### src/rtl/rf_pulse_tx_if.sv
`default_nettype none
// ============================================================================
// Module   : rf_pulse_tx_if
// Brief    : Byte-wide valid/ready load interface for the OOK pulse transmitter.
// Revision : 1.0  initial release
// ============================================================================
interface rf_pulse_tx_if;
    logic [7:0] i_TX_DATA;
    logic       i_TX_VALID;
    logic       o_TX_READY;

    modport master (
        output i_TX_DATA,
        output i_TX_VALID,
        input  o_TX_READY
    );

    modport slave (
        input  i_TX_DATA,
        input  i_TX_VALID,
        output o_TX_READY
    );
endinterface
`default_nettype wire

### src/rtl/rf_pulse_tx.sv
`default_nettype none
// ============================================================================
// Module   : rf_pulse_tx
// Brief    : Loads a packet over valid/ready and sends preamble+payload as OOK pulses.
// Revision : 1.0  initial release
// ============================================================================
module rf_pulse_tx #(
    parameter int PKT_BYTES    = 8,
    parameter int PRE_BITS     = 8,
    parameter int BIT_CYCLES   = 10000,
    parameter int PULSE_OFFSET = 5000,
    parameter int PULSE_CYCLES = 1,
    parameter int GAP_CYCLES   = 8
) (
    input  logic         i_PCLK,
    input  logic         i_PRESETn,
    rf_pulse_tx_if.slave tx_if,
    input  logic         i_ABORT,
    output logic         o_RF_OUT,
    output logic         o_SH_EN,
    output logic [6:0]   o_BIT_IDX,
    output logic         o_BUSY,
    output logic         o_PKT_DONE
);

    localparam int SR_W        = 8 * PKT_BYTES;
    localparam int TOTAL_SLOTS = PRE_BITS + SR_W;
    localparam int CNT_MAX     = (BIT_CYCLES > GAP_CYCLES) ? BIT_CYCLES : GAP_CYCLES;
    localparam int CNT_W       = $clog2(CNT_MAX + 1);
    localparam int BC_W        = $clog2(PKT_BYTES + 1);

    localparam logic [CNT_W-1:0] c_bit_last  = CNT_W'(BIT_CYCLES - 1);
    localparam logic [CNT_W-1:0] c_gap_last  = CNT_W'((GAP_CYCLES > 0) ? GAP_CYCLES - 1 : 0);
    localparam logic [CNT_W-1:0] c_pulse_lo  = CNT_W'(PULSE_OFFSET);
    localparam logic [CNT_W-1:0] c_pulse_hi  = CNT_W'(PULSE_OFFSET + PULSE_CYCLES);
    localparam logic [6:0]       c_pre_last  = 7'(PRE_BITS - 1);
    localparam logic [6:0]       c_slot_last = 7'(TOTAL_SLOTS - 1);
    localparam logic [BC_W-1:0]  c_byte_last = BC_W'(PKT_BYTES - 1);

    typedef enum logic [1:0] {
        ST_LOAD = 2'd0,
        ST_PRE  = 2'd1,
        ST_DATA = 2'd2,
        ST_GAP  = 2'd3
    } state_t;

    state_t            state_q,    state_d;
    logic [CNT_W-1:0]  cnt_q,      cnt_d;
    logic [6:0]        slot_q,     slot_d;
    logic [SR_W-1:0]   sr_q,       sr_d;
    logic [BC_W-1:0]   byte_cnt_q, byte_cnt_d;
    logic              rf_q,       rf_d;
    logic              sh_en_q,    sh_en_d;
    logic [6:0]        bit_idx_q,  bit_idx_d;
    logic              busy_q,     busy_d;
    logic              ready_q,    ready_d;
    logic              done_q,     done_d;

    logic              accept;
    logic              in_slot;
    logic              slot_bit;

    always_comb begin
        state_d    = state_q;
        cnt_d      = cnt_q;
        slot_d     = slot_q;
        sr_d       = sr_q;
        byte_cnt_d = byte_cnt_q;
        done_d     = 1'b0;
        accept     = tx_if.i_TX_VALID & ready_q;

        if (i_ABORT) begin
            state_d    = ST_LOAD;
            cnt_d      = '0;
            slot_d     = '0;
            sr_d       = '0;
            byte_cnt_d = '0;
        end else begin
            case (state_q)
                ST_LOAD: begin
                    if (accept) begin
                        sr_d = (sr_q << 8) | SR_W'(tx_if.i_TX_DATA);
                        if (byte_cnt_q == c_byte_last) begin
                            state_d    = ST_PRE;
                            byte_cnt_d = '0;
                            cnt_d      = '0;
                            slot_d     = '0;
                        end else begin
                            byte_cnt_d = byte_cnt_q + 1'b1;
                        end
                    end
                end
                ST_PRE, ST_DATA: begin
                    if (cnt_q == c_bit_last) begin
                        cnt_d = '0;
                        // Preamble slots leave the payload untouched so its MSB leads DATA.
                        if (state_q == ST_DATA) begin
                            sr_d = sr_q << 1;
                        end
                        if (slot_q == c_slot_last) begin
                            slot_d  = '0;
                            done_d  = 1'b1;
                            state_d = (GAP_CYCLES == 0) ? ST_LOAD : ST_GAP;
                        end else begin
                            slot_d = slot_q + 1'b1;
                            if (slot_q == c_pre_last) begin
                                state_d = ST_DATA;
                            end
                        end
                    end else begin
                        cnt_d = cnt_q + 1'b1;
                    end
                end
                ST_GAP: begin
                    if (cnt_q == c_gap_last) begin
                        cnt_d   = '0;
                        state_d = ST_LOAD;
                    end else begin
                        cnt_d = cnt_q + 1'b1;
                    end
                end
                default: state_d = ST_LOAD;
            endcase
        end

        // Outputs are decoded from next-state values so the registered copies line up with the counters.
        in_slot   = (state_d == ST_PRE) || (state_d == ST_DATA);
        slot_bit  = (state_d == ST_PRE) ? 1'b1 : sr_d[SR_W-1];
        rf_d      = in_slot && slot_bit && (cnt_d >= c_pulse_lo) && (cnt_d < c_pulse_hi);
        sh_en_d   = in_slot && (cnt_d == '0);
        bit_idx_d = in_slot ? slot_d : 7'd0;
        busy_d    = (state_d != ST_LOAD);
        ready_d   = (state_d == ST_LOAD);
    end

    always_ff @(posedge i_PCLK) begin
        if (!i_PRESETn) begin
            state_q    <= ST_LOAD;
            cnt_q      <= '0;
            slot_q     <= '0;
            sr_q       <= '0;
            byte_cnt_q <= '0;
            rf_q       <= 1'b0;
            sh_en_q    <= 1'b0;
            bit_idx_q  <= '0;
            busy_q     <= 1'b0;
            ready_q    <= 1'b0;
            done_q     <= 1'b0;
        end else begin
            state_q    <= state_d;
            cnt_q      <= cnt_d;
            slot_q     <= slot_d;
            sr_q       <= sr_d;
            byte_cnt_q <= byte_cnt_d;
            rf_q       <= rf_d;
            sh_en_q    <= sh_en_d;
            bit_idx_q  <= bit_idx_d;
            busy_q     <= busy_d;
            ready_q    <= ready_d;
            done_q     <= done_d;
        end
    end

    assign tx_if.o_TX_READY = ready_q;
    assign o_RF_OUT         = rf_q;
    assign o_SH_EN          = sh_en_q;
    assign o_BIT_IDX        = bit_idx_q;
    assign o_BUSY           = busy_q;
    assign o_PKT_DONE       = done_q;

endmodule
`default_nettype wire

### src/flat_wrapper.sv
// flat-port wrapper written by rule: the top's interface ports become plain ports
module rf_pulse_tx_flat 
#(
    parameter int PKT_BYTES    = 8,
    parameter int PRE_BITS     = 8,
    parameter int BIT_CYCLES   = 10000,
    parameter int PULSE_OFFSET = 5000,
    parameter int PULSE_CYCLES = 1,
    parameter int GAP_CYCLES   = 8
)
  (i_PCLK, i_PRESETn, i_ABORT, o_RF_OUT, o_SH_EN, o_BIT_IDX, o_BUSY, o_PKT_DONE, tx_if_i_TX_DATA, tx_if_i_TX_VALID, tx_if_o_TX_READY);
  rf_pulse_tx_if tx_if_i ();
  input  logic i_PCLK;
  input  logic i_PRESETn;
  input  logic i_ABORT;
  output logic o_RF_OUT;
  output logic o_SH_EN;
  output logic [6:0] o_BIT_IDX;
  output logic o_BUSY;
  output logic o_PKT_DONE;
  input wire logic [$bits(tx_if_i.i_TX_DATA)-1:0] tx_if_i_TX_DATA;
  input wire logic [$bits(tx_if_i.i_TX_VALID)-1:0] tx_if_i_TX_VALID;
  output wire logic [$bits(tx_if_i.o_TX_READY)-1:0] tx_if_o_TX_READY;
  assign tx_if_i.i_TX_DATA = tx_if_i_TX_DATA;
  assign tx_if_i.i_TX_VALID = tx_if_i_TX_VALID;
  assign tx_if_o_TX_READY = tx_if_i.o_TX_READY;
  rf_pulse_tx #(.PKT_BYTES(PKT_BYTES), .PRE_BITS(PRE_BITS), .BIT_CYCLES(BIT_CYCLES), .PULSE_OFFSET(PULSE_OFFSET), .PULSE_CYCLES(PULSE_CYCLES), .GAP_CYCLES(GAP_CYCLES)) u_core (.i_PCLK(i_PCLK), .i_PRESETn(i_PRESETn), .tx_if(tx_if_i), .i_ABORT(i_ABORT), .o_RF_OUT(o_RF_OUT), .o_SH_EN(o_SH_EN), .o_BIT_IDX(o_BIT_IDX), .o_BUSY(o_BUSY), .o_PKT_DONE(o_PKT_DONE));
endmodule
### config.mk
export PLATFORM = sky130hd
export DESIGN_NAME = rf_pulse_tx_flat
export DESIGN_NICKNAME = d
export VERILOG_FILES = /design/src/rtl/rf_pulse_tx_if.sv /design/src/rtl/rf_pulse_tx.sv /design/src/flat_wrapper.sv
export SDC_FILE = /design/constraint.sdc
export NUM_CORES = 1
export LEC_CHECK = 0
export ABC_AREA = 0
export ABC_CLOCK_PERIOD_IN_PS = 2750
export CORE_MARGIN = 1.5
export CORE_UTILIZATION = 30
export DETAILED_ROUTE_END_ITERATION = 7
export PLACE_DENSITY = 0.54
export SYNTH_ARGS = -nofsm -noshare
export SYNTH_HDL_FRONTEND = slang
export SYNTH_SLANG_ARGS = --single-unit
### constraint.sdc
create_clock -name i_PCLK -period 2.75 [get_ports i_PCLK]
set_input_delay 0.55 -clock i_PCLK [delete_from_list [all_inputs] [get_ports i_PCLK]]
set_output_delay 0.55 -clock i_PCLK [all_outputs]
set_load 0.05 [all_outputs]
; ---- Yosys cells after proc, flatten, opt, wreduce, memory -nomap -nowiden
; Index checks and enable logic that the tools add are counted.
[totals]
regBits = 103
wordCells = 79
inputBits = 12
output_inout_bits = 12
[op_classes]
add_sub_neg = 3
n_reduce_logical = 16
n_mux = 28
magnitude_cmp = 2
eq_ne = 13
bitwise = 5
[op_table]
columns = cell, count
row1 = 2-to-1 mux 64 bit, 4
row2 = case mux 64 bit (2 select lines), 1
row3 = 2-to-1 mux 14 bit, 5
row4 = bitwise OR 64 x 8 -> 64 bit, 1
row5 = case mux 14 bit (3 select lines), 1
row6 = 2-to-1 mux 7 bit, 5
row7 = adder 14 x 1 -> 14 bit (second input constant), 1
row8 = equality test 14 bit (second input constant), 1
row9 = equality test 14 x 3 -> 1 bit (second input constant), 1
row10 = >= comparator 14 x 13 -> 1 bit (second input constant), 1
row11 = logical NOT 14 bit, 1
row12 = less-than comparator 14 x 13 -> 1 bit (second input constant), 1
row13 = 2-to-1 mux 2 bit, 7
row14 = case mux 7 bit (2 select lines), 1
row15 = adder 7 x 1 -> 7 bit (second input constant), 1
row16 = equality test 7 x 3 -> 1 bit (second input constant), 1
row17 = equality test 7 bit (second input constant), 1
row18 = equality test 2 bit (second input constant), 3
row19 = != test 2 x 1 -> 1 bit (second input constant), 3
row20 = case mux 2 bit (3 select lines), 1
row21 = adder 4 x 1 -> 4 bit (second input constant), 1
row22 = equality test 2 x 1 -> 1 bit (second input constant), 2
row23 = equality test 4 x 3 -> 1 bit (second input constant), 1
row24 = logical AND 1 bit, 4
row25 = 11 further kinds, 18

; ---- Depth between registers and ports, before layout
[logic_depth]
word_depth = 11
mapped_depth = 13
mapped_depth_nobuf = 12

; ---- Worst setup path after synthesis
; OpenSTA, ideal clock, no wires.
[synth_timing]
kind = register -> register
start = reg u_core.cnt_q[5]
end = reg u_core.rf_q, in the netlist u_core.o_RF_OUT
path_slack_ps = -236
n_path_buf = 2
required_ps = 2615
path_stages_with_launch = 14
period_less_slack_ps = 2986
t_arrival_ps = 2851
setup_ps = 135
path_cell_list = dfxtp_1 > clkbuf_1 > or4_4 > or4_4 > buf_6 > o31a_1 > o21a_1 > a211oi_2 > nor2_1 > ha_1 > o211ai_1 > nor4_1 > nand4_1 > nor4_1
[synth_between]
elab_chain_len = 9
word_cells_on_any_way = 25
cone_classes = 1 x add/sub / 2 x order compare / 4 x eq/ne / 14 x mux / 4 x reduce/logical
[synth_lines]
columns = item, line
row1 = "start, declared", rf_pulse_tx.sv:48  ; logic [CNT_W-1:0] cnt_q, cnt_d;
row2 = "start signal, assigned", rf_pulse_tx.sv:151  ; cnt_q <= cnt_d;
row3 = equality test 14 x 3 -> 1 bit or equality test 14 bit (tied branches), "rf_pulse_tx.sv:115, rf_pulse_tx.sv:94"
row4 = 2-to-1 mux 2 bit (on tied branches), "rf_pulse_tx.sv:115, rf_pulse_tx.sv:94"
row5 = case mux 2 bit (3 select lines) (*), rf_pulse_tx.sv:79  ; case (state_q)
row6 = 2-to-1 mux 2 bit (*), rf_pulse_tx.sv:72  ; if (i_ABORT) begin
row7 = named net u_core.state_d[0], rf_pulse_tx.sv:47  ; state_t state_q, state_d;
row8 = equality test 2 x 1 -> 1 bit or equality test 2 bit (tied branches), "rf_pulse_tx.sv:127, rf_pulse_tx.sv:128"
row9 = 2-to-1 mux 1 bit or logical OR 1 bit (tied branches), "rf_pulse_tx.sv:128, rf_pulse_tx.sv:127"
row10 = logical AND 1 bit (*) (3 in series), rf_pulse_tx.sv:129  ; rf_d = in_slot && slot_bit && (cnt_d >= c_pulse_lo) && (cnt_d < c_pulse_hi);
row11 = "end signal, assigned", rf_pulse_tx.sv:155  ; rf_q <= rf_d;
row12 = "end, declared", rf_pulse_tx.sv:52  ; logic rf_q, rf_d;
; Mark *: on every way through the listed nets, which the timed path passes. The rest lies on a longest branch. The select of a mux whose other input is x is not followed.
; A chain may end at the register's enable or synchronous reset.

; ---- Worst setup path after layout
[layout_timing]
start = reg u_core.cnt_q[11]
end = reg u_core.bit_idx_q[1], in the netlist u_core.o_BIT_IDX[1]
[layout_between]
elab_chain_len = 7
word_cells_on_any_way = 13
cone_classes = 4 x eq/ne / 7 x mux / 2 x reduce/logical
[layout_lines]
columns = item, line
row1 = equality test 14 x 3 -> 1 bit or equality test 14 bit (tied branches), "rf_pulse_tx.sv:115, rf_pulse_tx.sv:94"
row2 = 2-to-1 mux 2 bit (on tied branches), "rf_pulse_tx.sv:115, rf_pulse_tx.sv:94"
row3 = case mux 2 bit (3 select lines), rf_pulse_tx.sv:79
row4 = 2-to-1 mux 2 bit, rf_pulse_tx.sv:72
row5 = equality test 2 x 1 -> 1 bit or equality test 2 bit (tied branches), rf_pulse_tx.sv:127  ; in_slot = (state_d == ST_PRE) || (state_d == ST_DATA);
row6 = logical OR 1 bit, rf_pulse_tx.sv:127
row7 = AND reduction 2 bit (no line), n/a
row8 = "end signal, assigned", rf_pulse_tx.sv:157  ; bit_idx_q <= bit_idx_d;
row9 = "end, declared", rf_pulse_tx.sv:54  ; logic [6:0] bit_idx_q, bit_idx_d;
; Several ways; a longest one is shown, not always the timed one.

==> qor.csv <==
stage,metric,value,unit
status,status,finished with violations,
status,violations,negative setup slack,
clocking,cts_tree,built,
critical_path,regToRegSetupSlack,-0.15,ns
critical_path,worstSetupEndpointType,flop,
critical_path,r2r-end,u_core.o_BIT_IDX[1],
timing,report.final.slew_viol_count,0,
die,chipHeight,129,µm
finish,antennaDiodeCount,0,
synthesis,syn_inst,554,
detailed_routing,vias,4159,
synthesis,synth-async-reset-ratio,0,%
global_route,antenna_found_initial,0,
die,rows,45,
clocking,clkLatencyLatePin,0.35,ns
timing,fin_crit_sh,105,%
clocking,htreeDepth,3,
timing,clock_skew,0.00726,ns
synthesis,syn_avg_cell_area,8.54,µm²
global_route,grt_pass1_vias,4062,
clocking,holdBufCountCts,0,
critical_path,worstPathRequired,3.00,ns
placed_design,routabilityCongestion,0.845,
die,core_area,0.0153,mm²
timing,finalSetupViolCount,9,
synthesis,synthDistinctLibCells,54,
finish,area_growth,23.8,%
timing,tns,-1.22,ns
synthesis,synthFlopType,dfxtp_1,
power,ir_worst_vdd,0.283,mV
timing,fmax,345,MHz
clocking,numCtsBuffers,9,
power,power_density,500,mW/mm²
die,die_x,129,µm
timing,period_needed,2.90,ns
global_route,grt_overflow_total,0,
detailed_routing,ant_nets,0,
placed_design,dpl.hpwl,7400,µm
hold_path,hp-start,u_core.sr_q[49],
synthesis,synth-warning-count,0,
synthesis,syn_nets,575,
timing,fin_ws,-0.150,ns
clocking,clkSinkCount,103,
critical_path,startpoint,u_core.cnt_q[11],
global_route,grt_usage,14.4,%
critical_path,cp-start-kind,flop,
synthesis,synth_area,0.00473,mm²
timing,tightest_slew,0.525,ns
critical_path,cp_data_arrival_time,3.15,ns
synthesis,synth-seq-cells,103,
global_route,grt_max_degree,74,
critical_path,reg2regPathDepth,9,
die,ios,24,
finish,layout-drive-gt1-share,15.2,%
critical_path,crit_fanout,4,
hold_path,hold_end,u_core.sr_q[57],
timing,hold_viol,0,
hold_path,whs_path_depth,2,
detailed_routing,drc,0,
hold_path,worst_hold_path_type,reg2reg,
detailed_routing,drtIter0Drc,446,
die,start_util,30.9,%
clocking,clockBufferDepth,2,
critical_path,crit_type,reg2reg,
detailed_routing,routed_wl,11300,µm
global_route,grt_pass1_wl,19100,µm
detailed_routing,drt-vias-per-instance,5.13,
synthesis,synth-edff-count,0,
finish,utilization,38.2,%
flow_run,max-cap-violations,0,
timing,rsz0062_at_grt,yes,
clocking,clkTransAtPathRegs,0.07,ns
die,die-area,0.0165,mm²
power,p_total,2.93,mW
placed_design,post-place-ws,-0.250,ns
placed_design,port-buffer-count,23,
finish,final_common_cell,dfxtp_1,
synthesis,ys_seq_area_share,43.6,%
power,p_leak,1.85,nW
critical_path,rr_startpoint,u_core.cnt_q[11],
finish,layout.nets,615,
timing,slew_headroom,64.9,%
timing,whs,0.468,ns
clocking,clock-root-buffer,clkbuf_16,
detailed_routing,wl_per_cell,14.0,µm
finish,final_cell_mix,"101 x dfxtp_1, 83 x nand2_1, 71 x a21oi_1, 66 x a22oi_1, 37 x buf_4",
detailed_routing,drtPass1Iterations,4,
synthesized netlist by cell type, types with 9 or more instances:
cell type	number	area, µm²
a21oi_1	72	360
a22oi_1	66	495
and2_1	10	62.6
clkbuf_1	30	113
dfxtp_1	103	2060
ha_1	9	113
nand2_1	84	315
nand3_1	10	50.1
nand4_1	10	62.6
nor2_1	38	143
xor2_1	9	78.8
worst max-delay path, cell delays in order (launching register included):
cell	delay, ns
dfxtp_2	0.32
or4_4	0.54
or4_4	0.60
nor2_4	0.12
mux2_4	0.32
a211oi_4	0.26
or2_1	0.18
ha_4	0.21
buf_6	0.13
and2_4	0.12
worst max path at each step:
stage | depth (start not counted) | end
after floorplan | 12 | u_core.o_RF_OUT
after global routing | 11 | u_core.o_RF_OUT
after global placement | 12 | u_core.o_RF_OUT
after detailed placement | 11 | u_core.o_RF_OUT
final | 9 | u_core.o_BIT_IDX[1]
after CTS | 10 | u_core.o_RF_OUT
final cells by class:
type	instances	area, µm²
Fill cell	1581	9460
Multi-Input combinational cell	404	2550
Sequential cell	103	2060
Timing Repair Buffer	68	633
Tap cell	211	264
Clock buffer	10	239
Clock inverter	6	76.3
Inverter	8	30.0
sequential cells by signal (all words and copies together) (netlist names):
signal	cells
u_core.sr_q	64
u_core.o_BUSY	1
u_core.o_BIT_IDX	7
u_core.slot_q	7
u_core.state_q	2
u_core.o_PKT_DONE	1
u_core.byte_cnt_q	4
u_core.tx_if.o_TX_READY	1
u_core.o_RF_OUT	1
u_core.cnt_q	14
u_core.o_SH_EN	1
stage by stage:
step	cells	area, µm²
floorplan	554	4760
global placement	787	5410
detailed placement	787	5410
CTS	811	5830
global route	810	5860
finish	810	5860
logic make-up after synthesis:
kind of cell	count (synthesis)	synth area share [%]
adder cells (fa/ha/maj)	9	2.38
multiplexers	9	1.98
flip-flops	103	43.6
AO/OA/AOI/OAI	170	23.2
XOR/XNOR	17	3.15
AND/OR/NAND/NOR	199	20.8
buffers and inverters	47	4.87
per-layer routing:
layer | vias to the layer above | track usage [%] | part of all wire, %
met5 | - | 0 | 0
met4 | 0 | 5.02 | 1.5
met3 | 13 | 4.24 | 3.8
met2 | 67 | 23.8 | 48
met1 | 1995 | 17.9 | 47
li1 | 2084 | - | -
where the power goes:
group | total (mW) | internal [mW] | switching, mW
registers | 1.50 | 1.49 | 0.00265
clock network | 1.33 | 0.743 | 0.591
logic | 0.0986 | 0.0342 | 0.0644
total | 2.93 | 2.27 | 0.658
timing repair:
| action | in CTS | in global routing |
|---|---|---|
| pin swaps | 17 | 13 |
| endpoints found under the setup margin | 9 | 10 |
| buffers inserted | 8 | 4 |
| gates resized for setup | 10 | 9 |
(Power assumes the default switching activity.)
